===== config.mk =====
export PLATFORM = sky130hd
export DESIGN_NAME = fetch_ctrl_flat
export DESIGN_NICKNAME = d
export VERILOG_FILES = /design/src/rtl/fetch_ctrl_if.sv /design/src/rtl/fetch_ctrl.sv /design/src/flat_wrapper.sv
export SDC_FILE = /design/constraint.sdc
export NUM_CORES = 1
export LEC_CHECK = 0
export CAP_MARGIN = 40
export CORE_ASPECT_RATIO = 1.1
export CORE_MARGIN = 5
export CORE_UTILIZATION = 42
export CTS_BUF_LIST = sky130_fd_sc_hd__clkbuf_16
export DETAILED_ROUTE_END_ITERATION = 10
export PLACE_DENSITY = 0.83
export SYNTH_ARGS = -nofsm -noshare
export SYNTH_HDL_FRONTEND = slang
export SYNTH_SLANG_ARGS = --single-unit

===== constraint.sdc =====
create_clock -name clk_i -period 3.65 [get_ports clk_i]
set_input_delay 1.095 -clock clk_i [delete_from_list [all_inputs] [get_ports clk_i]]
set_output_delay 1.095 -clock clk_i [all_outputs]
set_load 0.05 [all_outputs]

===== src/rtl/fetch_ctrl_if.sv =====
// rtl/fetch_ctrl_if.sv - redirect/stall request bundle and PC control outputs of fetch_ctrl
interface fetch_ctrl_if #(
    parameter int ADDR_W = 32
);
    logic              branch_req_i;
    logic [ADDR_W-1:0] branch_addr_i;
    logic              trap_req_i;
    logic [ADDR_W-1:0] trap_vec_i;
    logic [ADDR_W-1:0] trap_pc_i;
    logic              mret_req_i;
    logic              hazard_stall_i;
    logic              imem_ready_i;
    logic              halt_req_i;
    logic              resume_i;

    logic [ADDR_W-1:0] pc_jump_addr_o;
    logic              pc_sel_o;
    logic              pc_stop_o;
    logic              flush_o;
    logic [ADDR_W-1:0] epc_o;
    logic              halted_o;
    logic              accept_o;

    modport master (
        output branch_req_i, branch_addr_i, trap_req_i, trap_vec_i, trap_pc_i,
               mret_req_i, hazard_stall_i, imem_ready_i, halt_req_i, resume_i,
        input  pc_jump_addr_o, pc_sel_o, pc_stop_o, flush_o, epc_o, halted_o, accept_o
    );

    modport slave (
        input  branch_req_i, branch_addr_i, trap_req_i, trap_vec_i, trap_pc_i,
               mret_req_i, hazard_stall_i, imem_ready_i, halt_req_i, resume_i,
        output pc_jump_addr_o, pc_sel_o, pc_stop_o, flush_o, epc_o, halted_o, accept_o
    );
endinterface


===== src/rtl/fetch_ctrl.sv =====
// rtl/fetch_ctrl.sv - PC sequencing controller: redirect arbitration, stalls, flush and debug halt
module fetch_ctrl #(
    parameter int                ADDR_W       = 32,
    parameter logic [ADDR_W-1:0] START_ADDR   = 32'h0000_0000,
    parameter int                FLUSH_CYCLES = 2
) (
    input  logic        clk_i,
    input  logic        rst_i,
    fetch_ctrl_if.slave bus
);
    typedef enum logic [2:0] {
        ST_BOOT,
        ST_RUN,
        ST_WAIT_MEM,
        ST_FLUSH,
        ST_HALT
    } state_t;

    localparam logic [3:0] CNT_INIT = 4'(FLUSH_CYCLES - 1);

    state_t            state_q, state_d;
    logic [ADDR_W-1:0] epc_q, epc_d;
    logic [ADDR_W-1:0] pend_q, pend_d;
    logic [3:0]        cnt_q, cnt_d;

    logic              redirect;
    logic [ADDR_W-1:0] target;

    logic [ADDR_W-1:0] jump_addr;
    logic              sel;
    logic              stop;
    logic              flush;
    logic              halted;
    logic              accept;

    function automatic logic [ADDR_W-1:0] align(input logic [ADDR_W-1:0] a);
        return {a[ADDR_W-1:2], 2'b00};
    endfunction

    // Fixed priority trap > mret > branch; losers are simply dropped.
    always_comb begin
        redirect = bus.trap_req_i | bus.mret_req_i | bus.branch_req_i;
        if (bus.trap_req_i) begin
            target = align(bus.trap_vec_i);
        end else if (bus.mret_req_i) begin
            target = align(epc_q);
        end else begin
            target = align(bus.branch_addr_i);
        end
    end

    always_ff @(posedge clk_i) begin
        if (rst_i) begin
            state_q <= ST_BOOT;
            epc_q   <= '0;
            pend_q  <= '0;
            cnt_q   <= '0;
        end else begin
            state_q <= state_d;
            epc_q   <= epc_d;
            pend_q  <= pend_d;
            cnt_q   <= cnt_d;
        end
    end

    always_comb begin
        state_d   = state_q;
        epc_d     = epc_q;
        pend_d    = pend_q;
        cnt_d     = cnt_q;
        jump_addr = align(pend_q);
        sel       = 1'b0;
        stop      = 1'b0;
        flush     = 1'b0;
        halted    = 1'b0;
        accept    = 1'b0;

        unique case (state_q)
            ST_BOOT: begin
                sel       = 1'b1;
                jump_addr = align(START_ADDR);
                flush     = 1'b1;
                state_d   = ST_RUN;
            end

            ST_RUN: begin
                if (redirect) begin
                    accept = 1'b1;
                    flush  = 1'b1;
                    if (bus.trap_req_i) begin
                        epc_d = bus.trap_pc_i;
                    end
                    if (bus.imem_ready_i) begin
                        sel       = 1'b1;
                        jump_addr = target;
                        cnt_d     = CNT_INIT;
                        state_d   = (FLUSH_CYCLES == 1) ? ST_RUN : ST_FLUSH;
                    end else begin
                        // Memory busy: hold the target until a fetch can be issued.
                        pend_d  = target;
                        stop    = 1'b1;
                        state_d = ST_WAIT_MEM;
                    end
                end else begin
                    stop = bus.hazard_stall_i | ~bus.imem_ready_i;
                    if (bus.halt_req_i) begin
                        stop    = 1'b1;
                        state_d = ST_HALT;
                    end
                end
            end

            ST_WAIT_MEM: begin
                flush = 1'b1;
                if (bus.imem_ready_i) begin
                    sel       = 1'b1;
                    jump_addr = align(pend_q);
                    cnt_d     = CNT_INIT;
                    state_d   = (FLUSH_CYCLES == 1) ? ST_RUN : ST_FLUSH;
                end else begin
                    stop = 1'b1;
                end
            end

            ST_FLUSH: begin
                // Requests seen here come from wrong-path instructions and are ignored.
                flush = 1'b1;
                stop  = ~bus.imem_ready_i;
                cnt_d = cnt_q - 4'd1;
                if (cnt_q <= 4'd1) begin
                    state_d = ST_RUN;
                end
            end

            ST_HALT: begin
                stop   = 1'b1;
                halted = 1'b1;
                if (bus.resume_i) begin
                    state_d = ST_RUN;
                end
            end

            default: begin
                state_d = ST_BOOT;
            end
        endcase
    end

    always_comb begin
        bus.epc_o = epc_q;
        if (rst_i) begin
            bus.pc_jump_addr_o = align(START_ADDR);
            bus.pc_sel_o       = 1'b0;
            bus.pc_stop_o      = 1'b1;
            bus.flush_o        = 1'b1;
            bus.halted_o       = 1'b0;
            bus.accept_o       = 1'b0;
        end else begin
            bus.pc_jump_addr_o = jump_addr;
            bus.pc_sel_o       = sel;
            bus.pc_stop_o      = stop;
            bus.flush_o        = flush;
            bus.halted_o       = halted;
            bus.accept_o       = accept;
        end
    end
endmodule

===== src/flat_wrapper.sv =====
// flat-port wrapper written by rule: the top's interface ports become plain ports
module fetch_ctrl_flat 
#(
    parameter int                ADDR_W       = 32,
    parameter logic [ADDR_W-1:0] START_ADDR   = 32'h0000_0000,
    parameter int                FLUSH_CYCLES = 2
)
  (clk_i, rst_i, bus_branch_req_i, bus_branch_addr_i, bus_trap_req_i, bus_trap_vec_i, bus_trap_pc_i, bus_mret_req_i, bus_hazard_stall_i, bus_imem_ready_i, bus_halt_req_i, bus_resume_i, bus_pc_jump_addr_o, bus_pc_sel_o, bus_pc_stop_o, bus_flush_o, bus_epc_o, bus_halted_o, bus_accept_o);
  fetch_ctrl_if #(.ADDR_W(ADDR_W)) bus_i ();
  input  logic clk_i;
  input  logic rst_i;
  input wire logic [$bits(bus_i.branch_req_i)-1:0] bus_branch_req_i;
  input wire logic [$bits(bus_i.branch_addr_i)-1:0] bus_branch_addr_i;
  input wire logic [$bits(bus_i.trap_req_i)-1:0] bus_trap_req_i;
  input wire logic [$bits(bus_i.trap_vec_i)-1:0] bus_trap_vec_i;
  input wire logic [$bits(bus_i.trap_pc_i)-1:0] bus_trap_pc_i;
  input wire logic [$bits(bus_i.mret_req_i)-1:0] bus_mret_req_i;
  input wire logic [$bits(bus_i.hazard_stall_i)-1:0] bus_hazard_stall_i;
  input wire logic [$bits(bus_i.imem_ready_i)-1:0] bus_imem_ready_i;
  input wire logic [$bits(bus_i.halt_req_i)-1:0] bus_halt_req_i;
  input wire logic [$bits(bus_i.resume_i)-1:0] bus_resume_i;
  output wire logic [$bits(bus_i.pc_jump_addr_o)-1:0] bus_pc_jump_addr_o;
  output wire logic [$bits(bus_i.pc_sel_o)-1:0] bus_pc_sel_o;
  output wire logic [$bits(bus_i.pc_stop_o)-1:0] bus_pc_stop_o;
  output wire logic [$bits(bus_i.flush_o)-1:0] bus_flush_o;
  output wire logic [$bits(bus_i.epc_o)-1:0] bus_epc_o;
  output wire logic [$bits(bus_i.halted_o)-1:0] bus_halted_o;
  output wire logic [$bits(bus_i.accept_o)-1:0] bus_accept_o;
  assign bus_i.branch_req_i = bus_branch_req_i;
  assign bus_i.branch_addr_i = bus_branch_addr_i;
  assign bus_i.trap_req_i = bus_trap_req_i;
  assign bus_i.trap_vec_i = bus_trap_vec_i;
  assign bus_i.trap_pc_i = bus_trap_pc_i;
  assign bus_i.mret_req_i = bus_mret_req_i;
  assign bus_i.hazard_stall_i = bus_hazard_stall_i;
  assign bus_i.imem_ready_i = bus_imem_ready_i;
  assign bus_i.halt_req_i = bus_halt_req_i;
  assign bus_i.resume_i = bus_resume_i;
  assign bus_pc_jump_addr_o = bus_i.pc_jump_addr_o;
  assign bus_pc_sel_o = bus_i.pc_sel_o;
  assign bus_pc_stop_o = bus_i.pc_stop_o;
  assign bus_flush_o = bus_i.flush_o;
  assign bus_epc_o = bus_i.epc_o;
  assign bus_halted_o = bus_i.halted_o;
  assign bus_accept_o = bus_i.accept_o;
  fetch_ctrl #(.ADDR_W(ADDR_W), .START_ADDR(START_ADDR), .FLUSH_CYCLES(FLUSH_CYCLES)) u_core (.clk_i(clk_i), .rst_i(rst_i), .bus(bus_i));
endmodule

==> results.md <==
* Status: finished, violations left
* Failing checks: design-rule violations, negative setup slack
* Total clock sinks at 69
* Final core utilization at 78.0%
* Critical path's slowest cell: o31ai_4
* Dpl ws at -0.341 ns
* WL final at ~16,000 um
* Minimum clock period at 3.75 ns
* CP top delay family: buffers and inverters
* Final worst setup slack at -0.104 ns
* Kind of critical path: primary input to output pin
* Post-route ant nets at 0
* Unique masters post-synth at 41
* Clk root buf: clkbuf_16
* Final instance area at 6920 um^2
* Most common cell after layout, fill and taps aside: nand2_1
* Synth Register Bits at just under 70
* Hold buffer count at cts at 0
* Fraction of layout cells with a size suffix above 1 at 25.7%
* Fillers at 551
* Register-to-Register Path Depth at 5
* DIE AREA at about 11,000 um^2
* Largest net degree at the start of global routing at between 40 and 50
* Min-Delay Path Class: flip-flop to flip-flop
* Max Clk Rate at 266 MHz
* Share of the clock period used by the worst path at 103%
* Total track usage at between 20% and 30%
* Max cap viols at 0
* Most frequent cells in the layout: 155 x nand2_1, 109 x clkdlybuf4s50_1, 69 x dfxtp_1
* Fin. Hold Viols at 0
* Hold path depth at 2
* First-pass DRT Iterations at 8
* Reg2Reg Capture Point: u_core.cnt_q[3]$_SDFFE_PP0P_
* Sequential share of the synthesized area at about 36%
* Critical Path End Type: output pin
* CTS tree: built
* Placed cell area at around 6200 um^2
* Remaining DRCs at 1
* Layout area overhead at 81.4%
* Req. time, crit path at 2.55 ns
* Total gr overflow at 0
* Slowest Stage Delay on Critical Path at between 0.3 and 0.4 ns
* Worst Max-Slew Pin Slew at between 0.8 and 0.9 ns
* WP buf/inv at 6
* VDD IR max at 0.231 mV
* Die width at 101 um
* Worst setup SP type: primary input
* HPWL Detailed at 10,400 um
* Worst path depth at 10
* Num CTS Buffers at 9
* Via density at 5.70
* Initial core utilization at 43.0%
* Clk_lat worst skew at 0.34 ns
* Vias in the first global route at 4,605
* Starting DRT DRC Count at 365
* WP data arrival at 2.66 ns
* Worst-path fanout max at 6
* Clock Tree Buf Depth at 2
* Skew final at 0.00500 ns
* Vias at between 4,000 and 5,000
* DR WL/cell at 19.0 um
* First-pass GRT wire length at 23,600 um
* RSZ-0062 raised after global routing: yes
* Fin nets at 817
* Tot Pwr at ~2.4 mW
* PwrDens at 350 nW/um^2
* Mapped cell area at 3810 um^2
* Yosys warns at 0
* Row cnt at 36
* Initial antenna violation count at 0
* CORE AREA at just under 9000 um^2
* Die height at 110 um
* Leakage power at 2.80 nW
* Worst r2r src: u_core.state_q[1]$_SDFFE_PP0P_
* Port Buffers at 167
* Final TNS setup at -1.43 ns
* Worst-path cell chain: buf_12 > buf_8 > o31ai_4 > buf_6 > a211oi_2 > nor2_2 > buf_4 > buf_8 > a22o_4 > buf_12
* H-tree Lvls at 3
* Antenna Cells at 0
* Hold worst-path end: u_core.pend_q[17]$_SDFFE_PP0P_
* Final setup fails at 26
* Max_slew headroom at ~44%
* Clock transition at the registers of the reported paths at ~0.05 ns
* Io pins at 174
* Post-Syn Instances at 511
* Min-delay src: u_core.pend_q[17]$_SDFFE_PP0P_
* Gpl congestion at about 0.85
* Syn avg cell area at 7.47 um^2
* Reg2Reg Setup Slack at 1.39 ns
* Max Slew Vio Count at 0
## logic make-up after synthesis
group / synth area share, %
AND/OR/NAND/NOR: 24.1
AO/OA/AOI/OAI: 24.2
flip-flops: 36.2
buffers and inverters: 6.36
multiplexers: 8.13
adder cells (fa/ha/maj): 0.656
other: 0.0983
XOR/XNOR: 0.230
## worst register-to-register path: cells and delay by family (launching register included)
kind	cells	cell delay, ns
simple gates	1	0.36
flops	1	0.86
compound gates	3	0.57
buf+inv	1	0.41
## synth_stat cells (all sizes together)
library cell  number  area (um^2)
o22a               1         8.76
o31ai              2         28.8
and2               1         6.26
nand2b             2         12.5
a21o               2         15.0
ha                 2         25.0
a221oi             1         8.76
a22o              12          105
a32o              17          170
or2                1         6.26
nand2            155          582
inv                3         11.3
o211ai             2         15.0
buf               22          130
conb               1         3.75
o21bai             1         7.51
a311oi             1         8.76
a21oi             65          325
nor4bb             1         10.0
or4               17          128
o311ai             1         8.76
nor3               8         40.0
a211oi             3         27.5
a211o              1         8.76
mux2i             31          310
dfxtp             69         1380
or3                4         25.0
o2111ai            1         8.76
nor2b              3         18.8
nor2              11         41.3
clkbuf            27          101
nor4               3         18.8
nor3b              3         22.5
nand3b             1         7.51
a31oi              2         12.5
o21ai             33          165
xnor2              1         8.76
## state kept, by name, indices dropped and copies added, names as in the netlist
name              count
u_core.bus.epc_o     32
u_core.cnt_q          4
u_core.state_q        3
u_core.pend_q        30
## layer usage
layer	vias to the layer above	part of all wire (%)	GRT usage [%]
met2	266	50	44.2
met4	0	3.0	12.7
met1	2205	38	32.5
met5	-	0	0
met3	43	8.2	8.88
li1	2210	-	-
## how the worst max path moves through the flow
stage | startpoint | end | slack [ns]
2_1_floorplan | bus_mret_req_i | bus_pc_jump_addr_o[13] | 0.04
3_3_place_gp | bus_imem_ready_i | bus_pc_jump_addr_o[21] | -0.35
3_5_place_dp | bus_imem_ready_i | bus_pc_jump_addr_o[24] | -0.34
4_1_cts | bus_mret_req_i | bus_pc_jump_addr_o[10] | -0.05
5_1_grt | bus_mret_req_i | bus_pc_jump_addr_o[24] | -0.14
6_report | bus_mret_req_i | bus_pc_jump_addr_o[24] | -0.10
## power breakdown
group | internal (mW) | switching [mW]
Combinational | 0.376 | 0.426
Sequential | 0.797 | 0.0431
Clock | 0.448 | 0.330
Total | 1.62 | 0.800
## metrics by stage
stage / std cells / hold WS, ns
2_1_floorplan: 512 / 0.432
3_3_place_gp: 790 / 0.438
3_5_place_dp: 790 / 0.449
4_1_cts: 823 / 0.458
5_1_grt: 829 / 0.482
6_report: 829 / 0.459
## area by class of cell
type	count	area [um^2]	area share (%)
Timing Repair Buffer	236	2630	38.0
Multi-Input combinational cell	391	2490	36.0
Sequential cell	69	1380	20.0
Clock buffer	9	225	3.25
Tap cell	114	143	2.06
Clock inverter	7	33.8	0.488
Inverter	3	11.3	0.163
## repair_timing
item                       4_1_cts  5_1_grt
setup endpoints to repair       32       31
pin swaps                       46       43
buffers inserted                15        6
cloned                           2        1
gates resized for setup         80       34
Note: power is estimated with default switching activity, not from simulation.
